--- src/rtl/mmu_sequencer_if.sv ---
// Host/feeder signal bundle for the MMU sequencer.
// The host (master) streams bytes in; the sequencer (slave) stages them and drives the feeder.
interface mmu_sequencer_if;
    logic       in_valid;
    logic [7:0] in_data;
    logic       in_ready;
    logic       cfg_transpose;
    logic       abort;
    logic [7:0] weight0;
    logic [7:0] weight1;
    logic [7:0] weight2;
    logic [7:0] weight3;
    logic [7:0] input0;
    logic [7:0] input1;
    logic [7:0] input2;
    logic [7:0] input3;
    logic       mmu_en;
    logic [2:0] mmu_cycle;
    logic       transpose;
    logic       out_valid;
    logic [1:0] out_index;
    logic       busy;

    modport master (
        output in_valid, in_data, cfg_transpose, abort,
        input  in_ready, weight0, weight1, weight2, weight3,
               input0, input1, input2, input3,
               mmu_en, mmu_cycle, transpose, out_valid, out_index, busy
    );

    modport slave (
        input  in_valid, in_data, cfg_transpose, abort,
        output in_ready, weight0, weight1, weight2, weight3,
               input0, input1, input2, input3,
               mmu_en, mmu_cycle, transpose, out_valid, out_index, busy
    );
endinterface

--- src/rtl/mmu_sequencer.sv ---
// Collects eight host bytes into weight/input staging registers and sequences a
// seven-phase feeder run, prefetching the next operation's bytes during phases 3..6.
module mmu_sequencer (
    input  logic              clk,
    input  logic              rst,
    mmu_sequencer_if.slave    bus
);

    typedef enum logic [1:0] {
        IDLE = 2'd0,
        LOAD = 2'd1,
        RUN  = 2'd2
    } state_e;

    state_e     state_q, state_d;
    logic [3:0] loadCount_q, loadCount_d;
    logic [2:0] cycle_q, cycle_d;
    logic       transpose_q, transpose_d;
    logic [7:0] stage_q [8];
    logic [7:0] stage_d [8];

    logic       inReady;
    logic       accept;
    logic       outValid;
    logic [2:0] resultPhase;

    // The feeder stops reading staging after phase 2, so bytes may land from phase 3 on.
    assign inReady     = (state_q != RUN) || (cycle_q >= 3'd3);
    assign accept      = bus.in_valid && inReady;
    assign outValid    = (state_q == RUN) && (cycle_q >= 3'd2) && (cycle_q <= 3'd5);
    assign resultPhase = cycle_q - 3'd2;

    always_ff @(posedge clk or posedge rst) begin
        if (rst) begin
            state_q     <= IDLE;
            loadCount_q <= 4'd0;
            cycle_q     <= 3'd0;
            transpose_q <= 1'b0;
            stage_q     <= '{default: 8'h00};
        end else begin
            state_q     <= state_d;
            loadCount_q <= loadCount_d;
            cycle_q     <= cycle_d;
            transpose_q <= transpose_d;
            stage_q     <= stage_d;
        end
    end

    // Abort wins over both byte acceptance and phase advance; staging and transpose hold.
    always_comb begin
        state_d     = state_q;
        loadCount_d = loadCount_q;
        cycle_d     = cycle_q;
        transpose_d = transpose_q;
        stage_d     = stage_q;

        if (bus.abort) begin
            state_d     = IDLE;
            loadCount_d = 4'd0;
            cycle_d     = 3'd0;
        end else begin
            if (accept) begin
                stage_d[loadCount_q[2:0]] = bus.in_data;
                loadCount_d               = loadCount_q + 4'd1;
            end

            case (state_q)
                IDLE: begin
                    if (accept) begin
                        state_d = LOAD;
                    end
                end
                LOAD: begin
                    if (accept && (loadCount_q == 4'd7)) begin
                        state_d     = RUN;
                        loadCount_d = 4'd0;
                        cycle_d     = 3'd0;
                        transpose_d = bus.cfg_transpose;
                    end
                end
                RUN: begin
                    if (cycle_q == 3'd6) begin
                        cycle_d = 3'd0;
                        state_d = (loadCount_d != 4'd0) ? LOAD : IDLE;
                    end else begin
                        cycle_d = cycle_q + 3'd1;
                    end
                end
                default: begin
                    state_d     = IDLE;
                    loadCount_d = 4'd0;
                    cycle_d     = 3'd0;
                end
            endcase
        end
    end

    assign bus.in_ready  = inReady;
    assign bus.weight0   = stage_q[0];
    assign bus.weight1   = stage_q[1];
    assign bus.weight2   = stage_q[2];
    assign bus.weight3   = stage_q[3];
    assign bus.input0    = stage_q[4];
    assign bus.input1    = stage_q[5];
    assign bus.input2    = stage_q[6];
    assign bus.input3    = stage_q[7];
    assign bus.mmu_en    = (state_q == RUN);
    assign bus.mmu_cycle = cycle_q;
    assign bus.transpose = transpose_q;
    assign bus.out_valid = outValid;
    assign bus.out_index = outValid ? resultPhase[1:0] : 2'd0;
    assign bus.busy      = (state_q != IDLE);

endmodule

--- src/flat_wrapper.sv ---
// flat-port wrapper written by rule: the top's interface ports become plain ports
module mmu_sequencer_flat 
  (clk, rst, bus_in_valid, bus_in_data, bus_cfg_transpose, bus_abort, bus_in_ready, bus_weight0, bus_weight1, bus_weight2, bus_weight3, bus_input0, bus_input1, bus_input2, bus_input3, bus_mmu_en, bus_mmu_cycle, bus_transpose, bus_out_valid, bus_out_index, bus_busy);
  mmu_sequencer_if bus_i ();
  input  logic clk;
  input  logic rst;
  input wire logic [$bits(bus_i.in_valid)-1:0] bus_in_valid;
  input wire logic [$bits(bus_i.in_data)-1:0] bus_in_data;
  input wire logic [$bits(bus_i.cfg_transpose)-1:0] bus_cfg_transpose;
  input wire logic [$bits(bus_i.abort)-1:0] bus_abort;
  output wire logic [$bits(bus_i.in_ready)-1:0] bus_in_ready;
  output wire logic [$bits(bus_i.weight0)-1:0] bus_weight0;
  output wire logic [$bits(bus_i.weight1)-1:0] bus_weight1;
  output wire logic [$bits(bus_i.weight2)-1:0] bus_weight2;
  output wire logic [$bits(bus_i.weight3)-1:0] bus_weight3;
  output wire logic [$bits(bus_i.input0)-1:0] bus_input0;
  output wire logic [$bits(bus_i.input1)-1:0] bus_input1;
  output wire logic [$bits(bus_i.input2)-1:0] bus_input2;
  output wire logic [$bits(bus_i.input3)-1:0] bus_input3;
  output wire logic [$bits(bus_i.mmu_en)-1:0] bus_mmu_en;
  output wire logic [$bits(bus_i.mmu_cycle)-1:0] bus_mmu_cycle;
  output wire logic [$bits(bus_i.transpose)-1:0] bus_transpose;
  output wire logic [$bits(bus_i.out_valid)-1:0] bus_out_valid;
  output wire logic [$bits(bus_i.out_index)-1:0] bus_out_index;
  output wire logic [$bits(bus_i.busy)-1:0] bus_busy;
  assign bus_i.in_valid = bus_in_valid;
  assign bus_i.in_data = bus_in_data;
  assign bus_i.cfg_transpose = bus_cfg_transpose;
  assign bus_i.abort = bus_abort;
  assign bus_in_ready = bus_i.in_ready;
  assign bus_weight0 = bus_i.weight0;
  assign bus_weight1 = bus_i.weight1;
  assign bus_weight2 = bus_i.weight2;
  assign bus_weight3 = bus_i.weight3;
  assign bus_input0 = bus_i.input0;
  assign bus_input1 = bus_i.input1;
  assign bus_input2 = bus_i.input2;
  assign bus_input3 = bus_i.input3;
  assign bus_mmu_en = bus_i.mmu_en;
  assign bus_mmu_cycle = bus_i.mmu_cycle;
  assign bus_transpose = bus_i.transpose;
  assign bus_out_valid = bus_i.out_valid;
  assign bus_out_index = bus_i.out_index;
  assign bus_busy = bus_i.busy;
  mmu_sequencer u_core (.clk(clk), .rst(rst), .bus(bus_i));
endmodule
--- config.mk ---
export PLATFORM = sky130hd
export DESIGN_NAME = mmu_sequencer_flat
export DESIGN_NICKNAME = d
export VERILOG_FILES = /design/src/rtl/mmu_sequencer_if.sv /design/src/rtl/mmu_sequencer.sv /design/src/flat_wrapper.sv
export SDC_FILE = /design/constraint.sdc
export NUM_CORES = 1
export LEC_CHECK = 0
export CORE_UTILIZATION = 43
export DETAILED_ROUTE_END_ITERATION = 12
export HOLD_SLACK_MARGIN = 0.05
export PLACE_DENSITY_LB_ADDON = 0.05
export SYNTH_ARGS = -nofsm -noshare
export SYNTH_HDL_FRONTEND = slang
export SYNTH_SLANG_ARGS = --single-unit
--- constraint.sdc ---
create_clock -name clk -period 2.3 [get_ports clk]
set_input_delay 0.46 -clock clk [delete_from_list [all_inputs] [get_ports clk]]
set_output_delay 0.46 -clock clk [all_outputs]
set_load 0.02 [all_outputs]
==> metrics.cfg <==
[clock_network]
cts_inserted_buffers = 9
cts-root-buf = clkbuf_8
cts.sinks = 74
cts_tree = built
htreeDepth = 3
clk_pin_slew_ns = 0.09
clock_latency_ns = 0.34
clock_path_buffers = 2
post_cts_buffers = 0

[placement]
dp_slack_ns = -0.0756
placed_cell_area_mm2 = 0.00432
dp_cells = 416
hpwl_um = 5110
port_buffers = 86
finalWeightedCongestion = 0.804

[route]
wire_per_inst_um = 17.0
drt_iter0_drc = 117
totalWireLength_um = 7340
antenna_left = 0
dr.pass1.iters = 4
drc = 0
num_vias = 2175
vias_per_cell = 5.03

[sta]
rsz0062_at_grt = false
slew-limit-headroom_pct = 51.5
layout_min_cycle_time_ns = 2.20
holdWs_ns = 0.507
fmaxAchievable_mhz = 455
fin_worst_skew_ns = 0.00618
finalCritPeriodShare_pct = 95.5
tightest_slew_ns = 0.723
hold_violations = 0
slew_violations = 0
finalSetupViolCount = 0
fin_ws_ns = 0.104

[critical_path]
critPathTopFamily = flip-flops
ff2ff_setup_slack_ns = 0.15
critPathCaptureType = output port
worstPathArrival_ns = 1.74
cp_cell_sequence = and2_1 > ha_1 > a211oi_2 > nand2_1 > dlygate4sd2_1
critPathMaxStageDelay_ns = 0.38
cp.required_ns = 1.84
cp_num_buf_inv = 1
cp-start-kind = register
crit_cells = 5
path_class = reg2out
reg2reg_depth = 8
path_max_fanout = 2
crit_path_top_delay_cell = dfrtp_1

[global_route]
grtUsageTotal_pct = 20.7
grt_max_degree = 31
grt_pass1_vias = 2134
grt_overflow = 0
grt_first_pass_wirelength_um = 11700
antenna_found_initial = 0

[logic_synthesis]
synth_seq_cells = 74
syn_area_mm2 = 0.00318
synthTopCellsByArea = dfrtp_1 (58%), mux2_2 (23%), nor4_4 (1.3%)
synth_area_per_cell_um2 = 14.7
synth.distinct_cells = 40
postSynthCellCount = 216
ys.flop_type = dfrtp_1
synth_top_area_cell = dfrtp_1
ys_seq_area_share_pct = 58.2
yosys_warnings = 0
ys_top_cells_by_count = dfrtp_1 (74), mux2_2 (65), nor2_1 (7), nand2_1 (6), o21ai_0 (4)
yosys.area.top_type_share_pct = 58.2
syn_nets = 231
synth-edff-count = 0
synthArstFlopShare_pct = 100
yosysMostFrequentCell = dfrtp_1

[die]
ioPinCount = 87
core_area_mm2 = 0.00698
die_w_um = 88.0
die_h_um = 88.0
rows = 30
start_util_pct = 45.5
dieArea_mm2 = 0.00774

[final_layout]
final_cell_area_mm2 = 0.00457
nets = 346
antenna_cells = 0
area_growth_pct = 43.7
drive_gt1_share_pct = 36.0
final_cells = 432
num-fill-cells = 580

[status]
status = finished clean

[power_and_ir_drop]
p_leak_nw = 2.10
ir_drop_v = 0.000592
powerDensity_mw_per_mm2 = 822

[run]
drv_cap = 0

[hold_path]
hold_path_class = in2async

==> worst reg2reg max path, cell delays in order, from the launching register on <==
cell and delay (ns):
dfrtp_1 0.38, and2_1 0.16, ha_1 0.21, a211o_2 0.36, buf_4 0.16, o211ai_4 0.25
nor4_4 0.07, buf_4 0.19, mux2_2 0.28
==> kinds of logic (layout without fill, tap and decap cells) <==
logic type               count (synthesis)  in the layout  share of synthesized area [%]
AND/OR/NAND/NOR                         38             38                           8.66
AO/OA/AOI/OAI                           21             21                           5.55
flip-flops                              74             74                           58.2
buffers and inverters                   10            130                           2.01
XOR/XNOR                                 4              4                           1.10
multiplexers                            67             67                           23.7
adder cells (fa/ha/maj)                  2              2                          0.787
==> path summary, 6_finish.rpt <==
check,from,endpoint
hold / removal,rst,u_core.bus.input2[1]$_DFFE_PP0P_
hold reg to reg,u_core.bus.input3[5]$_DFFE_PP0P_,u_core.bus.input3[5]$_DFFE_PP0P_
setup reg to reg,u_core.bus.mmu_cycle[1]$_DFFE_PP0P_,u_core.bus.weight2[4]$_DFFE_PP0P_
max in group asynchronous,rst,u_core.bus.input1[5]$_DFFE_PP0P_
setup / recovery,u_core.bus.mmu_cycle[1]$_DFFE_PP0P_,bus_in_ready
min in group clk,u_core.bus.input3[5]$_DFFE_PP0P_,u_core.bus.input3[5]$_DFFE_PP0P_
==> stage by stage <==
| step | total power, mW | TNS, ns | utilization (%) |
|---|---|---|---|
| 2_1_floorplan | 2.10 | 0 | - |
| 3_3_place_gp | 2.60 | -0.917 | 61.9 |
| 3_5_place_dp | 2.62 | -1.43 | 61.9 |
| 4_1_cts | 3.79 | 0 | 65.3 |
| 5_1_grt | 3.91 | 0 | 65.4 |
| 6_report | 3.76 | 0 | 65.4 |
==> state kept, by name (all words and copies together) (netlist names) <==
name                  flops
u_core.bus.input0         8
u_core.bus.input1         8
u_core.bus.input2         8
u_core.bus.input3         8
u_core.bus.mmu_cycle      3
u_core.bus.transpose      1
u_core.bus.weight0        8
u_core.bus.weight1        8
u_core.bus.weight2        8
u_core.bus.weight3        8
u_core.loadCount_q        4
u_core.state_q            2
==> power by group <==
part           switching [mW]  internal (mW)
sequential              0.118           1.49
combinational           0.456          0.518
clock                   0.517          0.656
total                    1.09           2.67
==> layout by cell type, fill, tap and decap left out, types with 3 or more instances in the layout <==
| cell | count |
|---|---|
| buf_4 | 23 |
| clkbuf_8 | 10 |
| clkdlybuf4s50_1 | 81 |
| dfrtp_1 | 74 |
| dlymetal6s2s_1 | 3 |
| mux2_2 | 65 |
| nand2_1 | 6 |
| nand3b_1 | 3 |
| nor2_1 | 7 |
| nor3_1 | 3 |
| nor3_2 | 3 |
| o21ai_0 | 4 |
==> what timing repair did <==
action	in CTS	in global routing
gates resized for setup	2	4
endpoints found under the setup margin	2	4
hold buffers	0	0
gates cloned	0	0
endpoints found under the hold margin	0	0
==> area by class of cell <==
type                    instances  area (µm²)  area share (%)
flip-flops and latches         74        1850            40.5
well taps                      96         120            2.63
inverters                       3        15.0           0.329
repair buffers                111        1080            23.6
clock buffers                  10         138            3.01
multi-input cells             132        1270            27.8
clock inverters                 6        97.6            2.14
==> routing by layer <==
metal | vias to the layer above | track usage [%] | part of all wire [%]
met5 | - | 0 | 0
met4 | 0 | 6.71 | 1.1
met3 | 8 | 4.90 | 5.4
met2 | 61 | 31.2 | 45
met1 | 1083 | 29.4 | 48
li1 | 1023 | - | -
(Power assumes the default switching activity.)
